===== config.mk =====
export PLATFORM = sky130hd
export DESIGN_NAME = riscv_bus_arbiter
export DESIGN_NICKNAME = d
export VERILOG_FILES = /design/src/rtl/riscv_bus_arbiter.sv
export SDC_FILE = /design/constraint.sdc
export NUM_CORES = 1
export LEC_CHECK = 0
export ABC_AREA = 1
export BUFFER_PORTS_ARGS = -buffer_cell sky130_fd_sc_hd__buf_2
export CORE_MARGIN = 5
export CORE_UTILIZATION = 38
export DETAILED_ROUTE_END_ITERATION = 16
export GPL_TIMING_DRIVEN = 0
export PLACE_DENSITY = 0.77
export REMOVE_ABC_BUFFERS = 1
export SLEW_MARGIN = 10
export SYNTH_ARGS = -nofsm -noshare
export SYNTH_HDL_FRONTEND = slang
export SYNTH_SLANG_ARGS = --single-unit

===== constraint.sdc =====
create_clock -name clk -period 1.6 [get_ports clk]
set_input_delay 0.24 -clock clk [delete_from_list [all_inputs] [get_ports clk]]
set_output_delay 0.24 -clock clk [all_outputs]
set_load 0.02 [all_outputs]

===== src/rtl/riscv_bus_arbiter.sv =====
// Purpose: shares one memory bus between fetch (ibus) and data (dbus) masters, data first with a fetch starvation guard.
// Latency: grant is combinational in the request cycle, o_bus_req follows one cycle later, at least 2 cycles per transaction.
// Backpressure: one transaction at a time; stall outputs hold F/M until their response, and a watchdog aborts a slave that never answers.
module riscv_bus_arbiter #(
    parameter int STARVE_LIMIT = 4,
    parameter int TIMEOUT      = 255
) (
    input  logic        clk,
    input  logic        rst,
    input  logic        i_ibus_req,
    input  logic [31:0] i_ibus_addr,
    output logic        o_ibus_gnt,
    output logic        o_ibus_rvalid,
    output logic [31:0] o_ibus_rdata,
    input  logic        i_dbus_req,
    input  logic        i_dbus_we,
    input  logic [3:0]  i_dbus_be,
    input  logic [31:0] i_dbus_addr,
    input  logic [31:0] i_dbus_wdata,
    output logic        o_dbus_gnt,
    output logic        o_dbus_rvalid,
    output logic [31:0] o_dbus_rdata,
    output logic        o_bus_req,
    output logic        o_bus_we,
    output logic [3:0]  o_bus_be,
    output logic [31:0] o_bus_addr,
    output logic [31:0] o_bus_wdata,
    input  logic        i_bus_gnt,
    input  logic        i_bus_rvalid,
    input  logic [31:0] i_bus_rdata,
    output logic        o_bus_stallM,
    output logic        o_bus_stallF,
    output logic        o_bus_err
);

    localparam int SW = $clog2(STARVE_LIMIT + 1);
    localparam int WW = $clog2(TIMEOUT + 1);

    typedef enum logic [1:0] {IDLE, ADDR, RESP} state_t;

    state_t          state_q, state_d;
    logic            owner_d_q;     // 1: data master owns the bus, 0: fetch
    logic [SW-1:0]   starve_q;
    logic [WW-1:0]   wd_q;

    logic            grant_d, grant_i;
    logic            complete, abort;
    logic            resp_vld;
    logic [31:0]     resp_dat;

    // Arbitration, completion/abort detection, response routing and next state
    always_comb begin
        grant_d  = 1'b0;
        grant_i  = 1'b0;
        complete = 1'b0;
        abort    = 1'b0;
        state_d  = state_q;
        if (state_q == IDLE) begin
            if (i_dbus_req && !(i_ibus_req && starve_q == SW'(STARVE_LIMIT)))
                grant_d = 1'b1;
            else if (i_ibus_req)
                grant_i = 1'b1;
            if (grant_d || grant_i)
                state_d = ADDR;
        end else begin
            complete = (state_q == ADDR) ? (i_bus_gnt && i_bus_rvalid) : i_bus_rvalid;
            // A completion in the expiry cycle takes precedence over the abort
            abort    = (wd_q == WW'(TIMEOUT)) && !complete;
            if (complete || abort)
                state_d = IDLE;
            else if (state_q == ADDR && i_bus_gnt)
                state_d = RESP;
        end
        resp_vld      = complete || abort;
        resp_dat      = abort ? 32'h0 : i_bus_rdata;
        o_dbus_gnt    = grant_d;
        o_ibus_gnt    = grant_i;
        o_dbus_rvalid = resp_vld && owner_d_q;
        o_ibus_rvalid = resp_vld && !owner_d_q;
        o_dbus_rdata  = resp_dat;
        o_ibus_rdata  = resp_dat;
        o_bus_err     = abort;
        o_bus_stallM  = (i_dbus_req || (owner_d_q && state_q != IDLE)) && !o_dbus_rvalid;
        o_bus_stallF  = (i_ibus_req || (!owner_d_q && state_q != IDLE)) && !o_ibus_rvalid;
    end

    // State, owner, latched slave request fields, starvation and watchdog counters
    always_ff @(posedge clk) begin
        if (rst) begin
            state_q     <= IDLE;
            owner_d_q   <= 1'b0;
            starve_q    <= '0;
            wd_q        <= '0;
            o_bus_req   <= 1'b0;
            o_bus_we    <= 1'b0;
            o_bus_be    <= 4'h0;
            o_bus_addr  <= 32'h0;
            o_bus_wdata <= 32'h0;
        end else begin
            state_q <= state_d;
            if (grant_d) begin
                owner_d_q   <= 1'b1;
                o_bus_req   <= 1'b1;
                o_bus_we    <= i_dbus_we;
                o_bus_be    <= i_dbus_be;
                o_bus_addr  <= i_dbus_addr;
                o_bus_wdata <= i_dbus_wdata;
                wd_q        <= '0;
            end else if (grant_i) begin
                owner_d_q   <= 1'b0;
                o_bus_req   <= 1'b1;
                o_bus_we    <= 1'b0;
                o_bus_be    <= 4'hF;
                o_bus_addr  <= i_ibus_addr;
                o_bus_wdata <= 32'h0;
                wd_q        <= '0;
            end else if (state_q != IDLE) begin
                if (i_bus_gnt || abort)
                    o_bus_req <= 1'b0;
                if (wd_q != WW'(TIMEOUT))
                    wd_q <= wd_q + 1'b1;
            end
            if (state_q == IDLE) begin
                if (!i_ibus_req || grant_i)
                    starve_q <= '0;
                else if (grant_d && starve_q != SW'(STARVE_LIMIT))
                    starve_q <= starve_q + 1'b1;
            end
        end
    end

endmodule


# ---- Word level (Yosys, flattened, before mapping)
# Cells that the tools add are included.
dict set report op_classes {
  addsub 2
  mul 0
  div 0
  magnitude_cmp 0
  n_eq_ne 6
  shift 0
  mux 30
  n_bitwise 0
  reduce_logical 37
}
# operator n
set ops {}
lappend ops {{2-to-1 mux 32 bit} 5}
lappend ops {{2-to-1 mux 1 bit} 17}
lappend ops {{logical AND 1 bit} 12}
lappend ops {{nonzero test 3 bit} 3}
lappend ops {{adder 8 x 1 -> 8 bit, second input constant} 1}
lappend ops {{== test 8 bit, second input constant} 1}
lappend ops {{2-to-1 mux 2 bit} 4}
lappend ops {{2-to-1 mux 4 bit} 2}
lappend ops {{inequality test 8 bit, second input constant} 1}
lappend ops {{AND reduction 2 bit} 4}
lappend ops {{logical OR 1 bit} 7}
lappend ops {{zero test 1 bit} 6}
lappend ops {{2-to-1 mux 3 bit} 2}
lappend ops {{nonzero test 2 bit} 3}
lappend ops {{adder 3 x 1 -> 3 bit, second input constant} 1}
lappend ops {{== test 3 bit, second input constant} 1}
lappend ops {{inequality test 3 bit, second input constant} 1}
lappend ops {{OR reduction 3 bit} 1}
lappend ops {{== test 2 x 1 -> 1 bit, second input constant} 1}
lappend ops {{zero test 2 bit} 1}
lappend ops {{inequality test 2 x 1 -> 1 bit, second input constant} 1}
dict set report totals {
  regBits 84
  latch_bits 0
  ramBits 0
  rom_bits 0
  input_bits 139
  memories 0
}

# ---- Depth between registers and ports, before layout
dict set report depth {
  ltp_word 10
  mapped_depth 10
}

# ---- Least setup slack after synthesis
# No wires, ideal clock.
dict set report synth_timing {
  path_type {register to output}
  startpoint {register wd_q[0]}
  endpoint {output port o_bus_stallM}
  t_arrival_ns 1.762
  t_required_ns 1.360
  slack_ns -0.402
  path_stages_with_launch 9
  path_buffers 0
  cell_sequence {dfxtp_1 ha_1 inv_1 nor2_1 nand2_1 nand2_1 inv_1 nor3_1 nor2_1}
}
dict set report synth_via {
  elab_chain_cells 7
}
# item line_no
set synth_lines {}
lappend synth_lines {{start: declaration} 44} ;# logic [WW-1:0] wd_q;
lappend synth_lines {{start signal: assignment} 121} ;# wd_q <= wd_q + 1'b1;
lappend synth_lines {{== test 8 bit} 68} ;# abort = (wd_q == WW'(TIMEOUT)) && !complete;
lappend synth_lines {{logical AND 1 bit} 68}
lappend synth_lines {{2-to-1 mux 1 bit} 58} ;# if (state_q == IDLE) begin
lappend synth_lines {{logical OR 1 bit} 74} ;# resp_vld = complete || abort;
lappend synth_lines {{logical AND 1 bit} 78} ;# o_dbus_rvalid = resp_vld && owner_d_q;
lappend synth_lines {{named net o_dbus_rvalid} 21} ;# output logic o_dbus_rvalid,
lappend synth_lines {{zero test 1 bit} 83} ;# o_bus_stallM = (i_dbus_req || (owner_d_q && state_q != IDLE)) && !o_dbus_rvalid;
lappend synth_lines {{logical AND 1 bit} 83}
lappend synth_lines {{end: declaration} 31} ;# output logic o_bus_stallM,
# The timed path passes the listed nets, and every way through them passes these cells.

# ---- Worst setup path after layout
dict set report layout_timing {
  startpoint {register state_q[1]}
  endpoint {output port o_dbus_rdata[15]}
}
dict set report layout_via {
  elab_chain_cells 6
  word_cells_on_any_way 7
}
# item line_no
set layout_lines {}
lappend layout_lines {{start: declaration} 41} ;# state_t state_q, state_d;
lappend layout_lines {{start signal: assignment} 100} ;# state_q <= state_d;
lappend layout_lines {{== test 2 x 1 -> 1 bit} 66} ;# complete = (state_q == ADDR) ? (i_bus_gnt && i_bus_rvalid) : i_bus_rvalid;
lappend layout_lines {{2-to-1 mux 1 bit} 66}
lappend layout_lines {{zero test 1 bit} 68}
lappend layout_lines {{logical AND 1 bit} 68}
lappend layout_lines {{2-to-1 mux 1 bit *} 58}
lappend layout_lines {{2-to-1 mux 32 bit *} 75} ;# resp_dat = abort ? 32'h0 : i_bus_rdata;
lappend layout_lines {{end: declaration} 22} ;# output logic [31:0] o_dbus_rdata,
# Every way passes the cells marked *; elsewhere a longest branch is shown, timed or not.

==> flow_metrics.tcl <==
set metrics [dict create \
    outcome "finished, violations left" \
    failed_checks "setup timing" \
    final_cell_mix "sky130_fd_sc_hd__buf_2 (209), sky130_fd_sc_hd__nand2_1 (103), sky130_fd_sc_hd__inv_1 (82), sky130_fd_sc_hd__dfxtp_1 (74), sky130_fd_sc_hd__buf_6 (69)" \
    most_common_cell_after_layout_fill_and_taps_aside "sky130_fd_sc_hd__buf_2" \
    postRouteWirelength_um 18100 \
    timing.final.crit_period_ps 2180 \
    grt_pass1_vias 4442 \
    floorplan.io_pins 280 \
    wire_length_of_the_first_global_routing_pass_um 22100 \
    final.setup.worst_slack_ps -585 \
    cts_hold_buffers 0 \
    critPathBufInv 5 \
    htree_num_levels 3 \
    place.port_buffers 279 \
    initialDrtViolationCount 251 \
    highest_clock_rate_ghz 0.458 \
    setup.worst_path.class "reg -> out" \
    netlist_area_um2 4140 \
    maxcap_viol_count 0 \
    cts.sinks 84 \
    worstPathRequired_ps 1360 \
    finalSetupViolations 131 \
    endpoint_kind "output port" \
    clk_latency_ps 340 \
    dieArea_um2 13100 \
    synth_area_per_cell_um2 6.88 \
    place.gp.congestion 0.775 \
    internal_power_mw 4.33 \
    post_route_cells_drive_above_1_share 0.560 \
    share_comb_of_total_power 0.451 \
    grt_antenna_before_repair 0 \
    chipWidth_um 114 \
    post_synth_num_cell_types 28 \
    number_of_standard_cells_after_synthesis 602 \
    min_period_over_period 1.37 \
    routedWlPerCell_um 17.7 \
    ys_warn_count 0 \
    overflow 0 \
    ys_ff_latch 84 \
    num_rows 38 \
    critPathTopFamily "buffers and inverters" \
    grtUsageTotal 0.215 \
    ys_seq_area_frac 0.406 \
    num-nets-final 1025 \
    synth_largest_area_cell "sky130_fd_sc_hd__dfxtp_1" \
    dp.final_hpwl_um 9780 \
    routed-via-count 5069 \
    worst_pin_slew_ps 692 \
    syn_to_final_growth_pct 75.5 \
    post-synth-top-area-fraction 0.406 \
    path_cells "inv_1 -> nand3_1 -> nand2_1 -> nand3_4 -> buf_6 -> clkinvlp_4 -> buf_12 -> nor2_2 -> buf_4" \
    fillers 854 \
    via_per_inst 4.94 \
    hold_violations 0 \
    switching_share 0.393 \
    timing.critical_path.slowest_cell_delay_ps 390 \
    finish.utilization 0.676 \
    drtAntennaViolNets 0 \
    fin_area_um2 7270 \
    initial_utilization 0.385 \
    antenna_cells 0 \
    holdCritPathClass "in -> reg" \
    core_footprint_um2 10700 \
    synth_area_leaders "sky130_fd_sc_hd__dfxtp_1 (41%), sky130_fd_sc_hd__nand2_1 (12%), sky130_fd_sc_hd__inv_1 (8.3%)" \
    chipHeight_um 114 \
    power.leakage_nw 3.66 \
    start_kind "flop" \
    numCtsBuffers 9 \
    p_sw_mw 2.81 \
    vdd_drop_max_uv 615 \
    power.share.clock 0.192 \
    drt_pre_antenna_iters 4 \
    clock_tree.root_cell "sky130_fd_sc_hd__clkbuf_8" \
    tritoncts "built" \
    cp.arrival_ps 1940 \
    critical_path_peak_fanout 8 \
    power-per-cell-area_nw_per_um2 983 \
    grt_setup_unrepaired "true" \
    detail_route.drc_violations 0 \
    bufs_on_longest_clock_path 2 \
    grt_start_max_net_pins 39 \
    critical_path.slowest_cell "sky130_fd_sc_hd__dfxtp_4" \
    dpl-instance-area_um2 5340 \
    fin_worst_skew_ps 7.20 \
    slew_headroom 0.538 \
    power.sequential.fraction 0.357 \
    slew_viol_final 0 \
    clkSlewWorstSetupHoldPaths_ps 80 \
]
-- worst min-delay path: cells and delay by family --
| kind | cells | cell delay [ps] |
|---|---|---|
| AO/OA/AOI/OAI | 1 | 50 |
| buffers and inverters | 1 | 70 |
| AND/OR/NAND/NOR | 1 | 70 |
-- worst paths after layout --
path                  start          endpoint  slack (ps)  cells after the start
min reg2reg     o_bus_be[0]       o_bus_be[0]         450                      2
max              state_q[1]  o_dbus_rdata[15]        -580                      9
max reg2reg     starve_q[0]   o_bus_wdata[23]         -80                     11
min          i_dbus_addr[5]     o_bus_addr[5]         130                      3
-- state kept, by name (all words and copies together), names as in the netlist --
signal / cells
o_bus_addr: 32
o_bus_be: 4
o_bus_req: 1
o_bus_wdata: 32
o_bus_we: 1
owner_d_q: 1
starve_q: 3
state_q: 2
wd_q: 8
-- layout make-up --
| cell class | count | area (um^2) | share of cell area |
|---|---|---|---|
| repair buffers | 323 | 2440 | 0.336 |
| multi-input cells | 367 | 2370 | 0.327 |
| flip-flops and latches | 84 | 1700 | 0.234 |
| inverters | 94 | 382 | 0.0525 |
| well taps | 140 | 175 | 0.0241 |
| clock buffers | 13 | 159 | 0.0219 |
| repair inverters | 4 | 30.0 | 0.00413 |
| clock inverters | 2 | 10.0 | 0.00138 |
-- routing by layer --
metal  vias to the layer above  global-route usage  part of all wire
met5                         -                   0                 0
met4                         0              0.0918             0.040
met3                        55              0.0661             0.079
met2                       252               0.381              0.50
met1                      2367               0.235              0.38
li1                       2395                   -                 -
-- Yosys cell counts --
| cell type | n |
|---|---|
| sky130_fd_sc_hd__nand2_1 | 133 |
| sky130_fd_sc_hd__ha_1 | 3 |
| sky130_fd_sc_hd__o21ai_4 | 1 |
| sky130_fd_sc_hd__buf_4 | 35 |
| sky130_fd_sc_hd__inv_1 | 91 |
| sky130_fd_sc_hd__o21ai_1 | 11 |
| sky130_fd_sc_hd__buf_1 | 2 |
| sky130_fd_sc_hd__and3_1 | 1 |
| sky130_fd_sc_hd__nor3_1 | 2 |
| sky130_fd_sc_hd__nand3_4 | 1 |
| sky130_fd_sc_hd__buf_2 | 6 |
| sky130_fd_sc_hd__nor4_1 | 1 |
| sky130_fd_sc_hd__nand2_2 | 6 |
| sky130_fd_sc_hd__nand4_1 | 4 |
| sky130_fd_sc_hd__buf_6 | 8 |
| sky130_fd_sc_hd__nor2_2 | 1 |
| sky130_fd_sc_hd__nor2_8 | 2 |
| sky130_fd_sc_hd__o21ai_0 | 58 |
| sky130_fd_sc_hd__nand2_4 | 1 |
| sky130_fd_sc_hd__xor2_1 | 3 |
| sky130_fd_sc_hd__inv_4 | 1 |
| sky130_fd_sc_hd__nor2_1 | 71 |
| sky130_fd_sc_hd__a21oi_1 | 54 |
| sky130_fd_sc_hd__o21bai_1 | 1 |
| sky130_fd_sc_hd__nand3_1 | 10 |
| sky130_fd_sc_hd__clkbuf_1 | 9 |
| sky130_fd_sc_hd__dfxtp_1 | 84 |
| sky130_fd_sc_hd__inv_2 | 2 |
-- power by group through the flow --
stage                     clock network, mW  logic (mW)  registers (mW)
after floorplan                           0       0.978            2.86
after global placement                    0        2.08            2.54
after detailed placement                  0        2.15            2.55
after CTS                              1.41        2.55            2.51
after global routing                   1.50        3.42            2.58
final                                  1.37        3.22            2.55
-- through the flow --
stage,TNS [ps],power (mW),hold WS (ps),cells,setup slack [ps]
after global routing,-48420,7.51,111,1027,-649
after CTS,-30330,6.47,108,1014,-485
final,-36560,7.14,129,1027,-585
after floorplan,-78240,3.84,309,542,-677
after global placement,-141060,4.63,431,961,-1330
after detailed placement,-94900,4.70,442,963,-1050
-- cell families after synthesis --
group / after synthesis / share of synthesized area
buffers and inverters: 154 / 0.188
xor gates and xnor gates: 3 / 0.00635
and+or+nand+nor: 233 / 0.236
DFF: 84 / 0.406
adders and majority gates: 3 / 0.00907
AOI/OAI and AO/OA: 125 / 0.154
-- repair_timing --
item,in CTS,in global routing
hold endpoints to repair,0,0
endpoints found under the setup margin,152,154
gates cloned,7,10
setup buffers,29,6
pin swaps,11,25
gates resized for setup,140,253
(Power assumes the default switching activity.)
